$ cat config.mk
export PLATFORM = sky130hd
export DESIGN_NAME = hdlc_tx_serializer
export DESIGN_NICKNAME = d
export VERILOG_FILES = /design/src/rtl/hdlc_pkg.sv /design/src/rtl/hdlc_bit_sel.sv /design/src/rtl/hdlc_tx_serializer.sv
export SDC_FILE = /design/constraint.sdc
export NUM_CORES = 1
export LEC_CHECK = 0
export CORE_ASPECT_RATIO = 0.9
export CORE_MARGIN = 4
export CORE_UTILIZATION = 45
export DETAILED_ROUTE_END_ITERATION = 6
export GPL_ROUTABILITY_DRIVEN = 0
export PLACE_DENSITY = 0.68
export SYNTH_ARGS = -nofsm -noshare
export SYNTH_HDL_FRONTEND = slang
export SYNTH_SLANG_ARGS = --single-unit
$ cat constraint.sdc
create_clock -name clk -period 2.8 [get_ports clk]
set_clock_uncertainty 0.2 [all_clocks]
set_input_delay 0.56 -clock clk [delete_from_list [all_inputs] [get_ports clk]]
set_output_delay 0.56 -clock clk [all_outputs]
set_load 0.01 [all_outputs]
$ cat src/rtl/hdlc_pkg.sv
// Shared HDLC TX definitions: serializer state encoding and the standard
// zero-insertion run length.
package hdlc_pkg;

  typedef enum logic [1:0] {
    IDLE  = 2'd0,
    SHIFT = 2'd1,
    STUFF = 2'd2
  } hdlc_state_t;

  localparam int HDLC_ONES_MAX = 5;

endpackage

$ cat src/rtl/hdlc_bit_sel.sv
// Combinational DATA_W:1 selector picking the bit at transmit position idx,
// counting from bit 0 (LSB first) or from bit DATA_W-1 (MSB first).
module hdlc_bit_sel #(
  parameter int DATA_W    = 8,
  parameter bit LSB_FIRST = 1'b1
) (
  input  logic [DATA_W-1:0]         word,
  input  logic [$clog2(DATA_W)-1:0] idx,
  output logic                      sel_bit
);

  localparam int IDX_W = $clog2(DATA_W);
  localparam logic [IDX_W-1:0] IDX_LAST = IDX_W'(DATA_W - 1);

  logic [IDX_W-1:0] pos;

  assign pos     = LSB_FIRST ? idx : (IDX_LAST - idx);
  assign sel_bit = word[pos];

endmodule

$ cat src/rtl/hdlc_tx_serializer.sv
// HDLC TX parallel-to-serial stage: one line bit per bit_en strobe, with
// optional zero-bit insertion whose ones run carries across gapless words.
module hdlc_tx_serializer
  import hdlc_pkg::*;
#(
  parameter int DATA_W    = 8,
  parameter bit LSB_FIRST = 1'b1,
  parameter bit STUFF_EN  = 1'b1,
  parameter int ONES_MAX  = HDLC_ONES_MAX
) (
  input  logic              clk,
  input  logic              rst_n,
  input  logic              bit_en,
  input  logic [DATA_W-1:0] data_in,
  input  logic              data_valid,
  input  logic              stuff_on,
  output logic              data_ready,
  output logic              serial_out,
  output logic              serial_valid,
  output logic              stuffed,
  output logic              busy
);

  localparam int IDX_W = $clog2(DATA_W);
  localparam int CNT_W = $clog2(ONES_MAX + 1);
  localparam logic [IDX_W-1:0] IDX_LAST = IDX_W'(DATA_W - 1);
  localparam logic [CNT_W-1:0] CNT_MAX  = CNT_W'(ONES_MAX);

  hdlc_state_t       state, state_nxt;
  logic [DATA_W-1:0] word;
  logic              stuff_mode, stuff_mode_in;
  logic [IDX_W-1:0]  idx, idx_nxt;
  logic [CNT_W-1:0]  ones, ones_nxt, ones_upd;
  logic              data_bit, last_bit, stuff_hit, final_emit, accept;

  function automatic logic [CNT_W-1:0] ones_sat_inc(input logic [CNT_W-1:0] c);
    return (c >= CNT_MAX) ? CNT_MAX : c + CNT_W'(1);
  endfunction

  hdlc_bit_sel #(
    .DATA_W   (DATA_W),
    .LSB_FIRST(LSB_FIRST)
  ) u_bit_sel (
    .word   (word),
    .idx    (idx),
    .sel_bit(data_bit)
  );

  assign stuff_mode_in = stuff_on & STUFF_EN;

  always_comb begin
    ones_upd   = (stuff_mode && data_bit) ? ones_sat_inc(ones) : '0;
    stuff_hit  = stuff_mode && (ones_upd == CNT_MAX);
    last_bit   = (idx == IDX_LAST);
    final_emit = bit_en && last_bit &&
                 (((state == SHIFT) && !stuff_hit) || (state == STUFF));
    data_ready = (state == IDLE) || final_emit;
  end

  assign accept = data_valid && data_ready;

  always_comb begin
    state_nxt = state;
    idx_nxt   = idx;
    ones_nxt  = ones;
    case (state)
      IDLE: begin
        if (accept) begin
          state_nxt = SHIFT;
          idx_nxt   = '0;
          ones_nxt  = '0;
        end
      end
      SHIFT: begin
        if (bit_en) begin
          ones_nxt = ones_upd;
          if (stuff_hit)      state_nxt = STUFF;
          else if (!last_bit) idx_nxt   = idx + 1'b1;
        end
      end
      STUFF: begin
        if (bit_en) begin
          ones_nxt = '0;
          if (!last_bit) begin
            idx_nxt   = idx + 1'b1;
            state_nxt = SHIFT;
          end
        end
      end
      default: state_nxt = IDLE;
    endcase
    // Word boundary: either chain straight into the next word or drop to idle
    if (final_emit) begin
      if (accept) begin
        state_nxt = SHIFT;
        idx_nxt   = '0;
        if (!stuff_mode_in) ones_nxt = '0;
      end else begin
        state_nxt = IDLE;
        ones_nxt  = '0;
      end
    end
  end

  always_ff @(posedge clk or negedge rst_n) begin
    if (!rst_n) begin
      state        <= IDLE;
      idx          <= '0;
      ones         <= '0;
      stuff_mode   <= 1'b0;
      serial_out   <= 1'b1;
      serial_valid <= 1'b0;
      stuffed      <= 1'b0;
      busy         <= 1'b0;
    end else begin
      state        <= state_nxt;
      idx          <= idx_nxt;
      ones         <= ones_nxt;
      serial_valid <= bit_en && (state != IDLE);
      stuffed      <= bit_en && (state == STUFF);
      busy         <= (state_nxt != IDLE);
      if (accept)
        stuff_mode <= stuff_mode_in;
      if (bit_en && (state == SHIFT))
        serial_out <= data_bit;
      else if (bit_en && (state == STUFF))
        serial_out <= 1'b0;
    end
  end

  // Payload register: only meaningful after an accept, so it carries no reset
  always_ff @(posedge clk) begin
    if (accept)
      word <= data_in;
  end

endmodule
==> results.sh, run 1 <==
export IMPL_fp_dieW_um=62.40
export IMPL_wl_per_cell_um=16.41
export IMPL_design_core_area_sq_um=2489
export IMPL_drive_gt1_share_pct=20.55
export IMPL_status="completed"
export IMPL_synth_area_top_cells="dfrtp_1 (25%), edfxtp_1 (20%), a21oi_1 (3.3%)"
export IMPL_ys_seq_area_share_pct=47.29
export IMPL_dr_first_iter_drc_count=51
export IMPL_drt_wl_total_um=2856
export IMPL_critPathCaptureType="primary output"
export IMPL_wl_met2_um=1405
export IMPL_cts_made_buffers=3
export IMPL_hold_ws_ps=320.9
export IMPL_max_slew_margin_pct=58.21
export IMPL_layout_common_cells="clkdlybuf4s50_1 (16), buf_4 (15), dfrtp_1 (11)"
export IMPL_clockRootBuffer="clkbuf_4"
export IMPL_critPathMaxFanout=4
export IMPL_nets=163
export IMPL_r2r_start="ones[0]"
export IMPL_seq_area_sq_um=568.0
export IMPL_portBuffers=17
export IMPL_finalCritPeriodShare_pct=96.63
export IMPL_pre_cts_ws_ps=-10.31
export IMPL_layout_commonest_cell="clkdlybuf4s50_1"
export IMPL_synth_area_per_cell_sq_um=10.42
export IMPL_grt_pass1_vias=1008
export IMPL_p_per_area_nw_per_um2=774.3
export IMPL_synth_area_sq_um=1199
export IMPL_htree_levels=1
export IMPL_worst_pin_slew_ps=624.9
export IMPL_rows=17
export IMPL_clock_latency_ps=300
export IMPL_path_class="reg2out"
export IMPL_peakVddDrop_v=0.0004837
export IMPL_wl_met3_um=130
export IMPL_synth_top_area_share_pct=25.05
export IMPL_cp_cell_sequence="ha_1 -> nand2b_1 -> a2bb2oi_4 -> nand4bb_4 -> a31o_2 -> clkdlybuf4s15_1"
export IMPL_endpoint="data_ready"
export IMPL_diodes=0
export IMPL_path_depth=6
export IMPL_grtUsageTotal_pct=16.21
export IMPL_ys_ff_latch=21
export IMPL_timing_fmax_mhz=369.6
export IMPL_synth_warnings=0
export IMPL_firstDrtPassIters=4
export IMPL_ys_flop_type="dfrtp_1"
export IMPL_r2r_end="word[2]"
export IMPL_maxCapViolations=0
export IMPL_clk_pin_slew_ps=110
export IMPL_place_area_sq_um=1475
export IMPL_io_pins=18
export IMPL_yosysTopAreaCell="dfrtp_1"
export IMPL_start_kind="flop"
export IMPL_finalHoldViolCount=0
export IMPL_cts_tree="yes"
export IMPL_tns_ps=0
export IMPL_drc=0
export IMPL_cts_hold_buf=0
export IMPL_antenna_found_initial=0
export IMPL_synth_edff_count=8
export IMPL_die_h_um=56.96
export IMPL_multi_input_area_sq_um=596.8
export IMPL_cts_buffer_depth=2
export IMPL_initial_core_util_pct=48.16
export IMPL_critPathBufInv=1
export IMPL_drv_slew=0
export IMPL_stdcell_count=174
export IMPL_num_vias=1036
export IMPL_syn_num_nets=131
export IMPL_fin_total_pwr_mw=1.189
export IMPL_final_antenna_net_count=0
export IMPL_place_detailed_hpwl_um=2074
export IMPL_min_delay_path_class="reg2reg"
export IMPL_grt_max_degree=14
export IMPL_yosysUniqueCellTypes=41
export IMPL_ff2ff_setup_slack_ps=460
export IMPL_grt_pass1_wl_um=4712
export IMPL_die_area_sq_um=3554
export IMPL_overflow=0
export IMPL_clock_sinks=21
export IMPL_cellLeakagePower_nw=0.6289
export IMPL_startpoint="ones[0]"
export IMPL_rsz0062_at_grt="false"
export IMPL_dp_cells=168
export IMPL_fill_cells=224
export IMPL_arrival_ps=1950
export IMPL_synthArstFlopShare_pct=61.90
export IMPL_slowest_delay_ps=440
export IMPL_post_drt_via_cell_ratio=5.954
export IMPL_finalCriticalPeriod_ps=2706
export IMPL_area_growth_syn_to_layout_pct=28.08
export IMPL_setup_viol=0
export IMPL_postLayoutCellArea_sq_um=1535
export IMPL_worst_slack_ps=94.32
export IMPL_crit_family="flip-flops"
export IMPL_cp_required_ps=2040
export IMPL_cpMaxStageDelayCell="dfrtp_1"
export IMPL_reg2regPathDepth=7
export IMPL_fin_util_pct=61.69
export IMPL_m1WireLength_um=1305
export IMPL_syn_inst=115
export IMPL_top_layer="met4"
[worst reg2reg max path: stages (launching register included)]
cell and delay (ps):
dfrtp_1 440, ha_1 310, nand2b_1 90, a2bb2oi_4 180, nand4bb_4 130, buf_4 180
a32oi_2 290, inv_1 240
[cell usage after synthesis (2+ instances only)]
| master | instances |
|---|---|
| nand2_1 | 10 |
| a31oi_1 | 5 |
| inv_1 | 7 |
| dfrtp_1 | 12 |
| nand3_1 | 2 |
| a21oi_1 | 8 |
| o21ai_0 | 6 |
| nor4_1 | 2 |
| nor2_1 | 10 |
| clkbuf_1 | 4 |
| nand3b_1 | 2 |
| nand2b_1 | 2 |
| mux2i_1 | 3 |
| nor2b_1 | 2 |
| mux2_2 | 2 |
| o21a_1 | 2 |
| edfxtp_1 | 8 |
| a211oi_1 | 2 |
| ha_1 | 3 |
| nor3_1 | 2 |
[layer usage]
layer | GRT usage, % | up-vias
li1 | - | 491
met1 | 22.47 | 511
met2 | 26.48 | 32
met3 | 3.740 | 2
met4 | 2.727 | 0
met5 | 0 | -
[where the power goes]
group,switching [mW],internal [mW],total [mW]
clock,0.0919,0.0556,0.148
sequential,0.0778,0.397,0.474
combinational,0.262,0.304,0.567
[logic make-up after synthesis]
logic type / synth area share, %
and+or+nand+nor: 17.43
AOI/OAI and AO/OA: 21.19
DFF: 47.29
buffers and inverters: 4.384
muxes: 6.576
adders and majority gates: 3.132
[worst min path at each step]
stage,startpoint,to,slack [ps],depth (start not counted)
floorplan,rst_n,busy,60,0
detailed placement,serial_out,serial_out,300,1
finish,serial_out,serial_out,320,1
global placement,serial_out,serial_out,300,1
global route,serial_out,serial_out,340,1
CTS,serial_out,serial_out,320,1
[registers in the layout, indices dropped and copies added (netlist names)]
| name | cells |
|---|---|
| serial_valid | 1 |
| stuffed | 1 |
| ones | 3 |
| state | 2 |
| serial_out | 1 |
| busy | 1 |
| idx | 3 |
| stuff_mode | 1 |
| word | 8 |
[final cells by class]
type	instances	area share [%]
well taps	28	2.282
inverters	7	1.711
clock buffers	4	1.711
flip-flops and latches	21	37.00
multi-input cells	82	38.88
repair buffers	32	18.42
[timing repair]
action,4_1_cts,5_1_grt
setup buffers,2,0
setup endpoints to repair,1,1
resized for setup,4,1
pin swaps,0,1
Note: power is estimated with default switching activity, not from simulation.
==> run 2, diff against run 1 <==
- SKIP_LAST_GASP: default -> 1
==> results of run 2 <==
The final DEF is identical to that of run 1; final timing and power are the same.
==> run 3, diff against run 2 <==
- SETUP_SLACK_MARGIN: default -> 0.15
==> run 3 against run 2 <==
Compared with the run above:
- first-iteration DRC count down 47%
- sequential power is 1% higher
- wire length rose by 2.0%
- highest routed layer unchanged
- critical endpoint unchanged
- core utilization is 1.6 points higher
- flip-flop and latch count unchanged
==> results.sh, run 3 (synthesis results as in run 1) <==
export IMPL_holdPathStages=1
export IMPL_path_class="reg2out"
export IMPL_multi_input_area_sq_um=618.1
export IMPL_fin_util_pct=63.25
export IMPL_crit_family="compound AO/OA/AOI/OAI gates"
export IMPL_clock_sinks=21
export IMPL_place_area_sq_um=1475
export IMPL_maxCapViolations=0
export IMPL_dr_first_iter_drc_count=27
export IMPL_slowest_delay_ps=430
export IMPL_cpMaxStageDelayCell="dfrtp_2"
export IMPL_firstDrtPassIters=4
export IMPL_portBuffers=17
export IMPL_reg_largest_list="word (8), idx (3), ones (3)"
export IMPL_cts_made_buffers=3
export IMPL_drive_gt1_share_pct=24.32
export IMPL_critPathCaptureType="primary output"
export IMPL_die_area_sq_um=3554
export IMPL_fp_dieW_um=62.40
export IMPL_peakVddDrop_v=0.0004917
export IMPL_cp_required_ps=2040
export IMPL_cp_cell_sequence="ha_1 -> o21ai_0 -> a31oi_2 -> nand4bb_4 -> a31o_4 -> buf_6"
export IMPL_pre_cts_ws_ps=-10.31
export IMPL_grt_pass1_wl_um=4712
export IMPL_setup_viol=0
export IMPL_path_depth=6
export IMPL_wl_per_cell_um=16.56
export IMPL_status="completed"
export IMPL_place_detailed_hpwl_um=2074
export IMPL_arrival_ps=1820
export IMPL_antenna_found_initial=0
export IMPL_reg2regPathDepth=8
export IMPL_critPathMaxFanout=4
export IMPL_die_h_um=56.96
export IMPL_worst_pin_slew_ps=617.5
export IMPL_ff2ff_setup_slack_ps=460
export IMPL_drc=0
export IMPL_rows=17
export IMPL_finalHoldViolCount=0
export IMPL_tns_ps=0
export IMPL_seq_area_sq_um=569.3
export IMPL_fill_cells=221
export IMPL_overflow=0
export IMPL_grt_pass1_vias=1008
export IMPL_largest_reg_flops=8
export IMPL_cts_buffer_depth=2
export IMPL_io_pins=18
export IMPL_final_antenna_net_count=0
export IMPL_nets=165
export IMPL_area_growth_syn_to_layout_pct=31.32
export IMPL_drv_slew=0
export IMPL_drt_wl_total_um=2914
export IMPL_fin_total_pwr_mw=1.209
export IMPL_finalCritPeriodShare_pct=92.30
export IMPL_diodes=0
export IMPL_design_core_area_sq_um=2489
export IMPL_rsz0062_at_grt="false"
export IMPL_cts_tree="yes"
export IMPL_worst_slack_ps=215.5
export IMPL_start_kind="flop"
export IMPL_min_delay_path_class="reg2reg"
export IMPL_postLayoutCellArea_sq_um=1574
export IMPL_grt_max_degree=14
export IMPL_clock_latency_ps=300
export IMPL_post_drt_via_cell_ratio=5.966
export IMPL_grtUsageTotal_pct=16.21
export IMPL_max_slew_margin_pct=58.70
export IMPL_num_vias=1050
export IMPL_layout_common_cells="buf_4 (17), clkdlybuf4s50_1 (16), nand2_1 (10), nor2_1 (10), dfrtp_1 (10)"
export IMPL_clockRootBuffer="clkbuf_4"
export IMPL_initial_core_util_pct=48.16
export IMPL_cellLeakagePower_nw=0.6438
export IMPL_finalCriticalPeriod_ps=2584
export IMPL_htree_levels=1
export IMPL_p_per_area_nw_per_um2=768.3
export IMPL_layout_commonest_cell="buf_4"
export IMPL_critPathBufInv=1
export IMPL_timing_fmax_mhz=386.9
export IMPL_clk_pin_slew_ps=120
export IMPL_top_register="word"
export IMPL_cts_hold_buf=0
run 3: timing repair:
| item | CTS | global route |
|---|---|---|
| setup buffers | 2 | 2 |
| gates resized for setup | 7 | 7 |
| setup endpoints to repair | 1 | 1 |
| pin swaps | 2 | 2 |
run 3: stage by stage:
step                      hold slack (ps)  std cells
after floorplan                     64.41        115
after global placement              300.4        168
after detailed placement            302.6        168
after CTS                           323.5        174
after global routing                344.6        176
final                               321.2        176
run 3: metal layers:
metal  vias to the layer above  part of all wire (%)  GRT usage [%]
met1                       519                    45          22.47
met4                         0                  0.62          2.727
met5                         -                     0              0
met2                        31                    50          26.48
met3                         4                   4.6          3.740
li1                        496                     -              -
run 3: final timing paths:
| path | start | end |
|---|---|---|
| max | ones[0] | data_ready |
| min | serial_out | serial_out |
| max reg2reg | ones[0] | ones[1] |
| min reg2reg | serial_out | serial_out |
| max in group asynchronous | rst_n | idx[0] |
| min in group asynchronous | rst_n | ones[0] |
run 3: area by class of cell:
| type | count | area share [%] |
|---|---|---|
| Multi-Input combinational cell | 82 | 39.27 |
| Sequential cell | 21 | 36.17 |
| Timing Repair Buffer | 34 | 19.00 |
| Tap cell | 28 | 2.226 |
| Clock buffer | 4 | 1.669 |
| Inverter | 7 | 1.669 |
run 3: power by group:
group / internal (mW) / leakage (nW) / switching [mW]
logic: 0.318 / 0.402 / 0.264
registers: 0.397 / 0.227 / 0.0812
clock network: 0.0556 / 0.0150 / 0.0931
total: 0.771 / 0.644 / 0.439
run 3: worst reg2reg max path: stages, from the launching register on:
cell and delay [ps]:
dfrtp_2 460, ha_1 240, o21ai_0 200, a31oi_2 100, buf_4 170, buf_4 120, and4bb_2 260, o21ai_0 370
a21oi_1 100
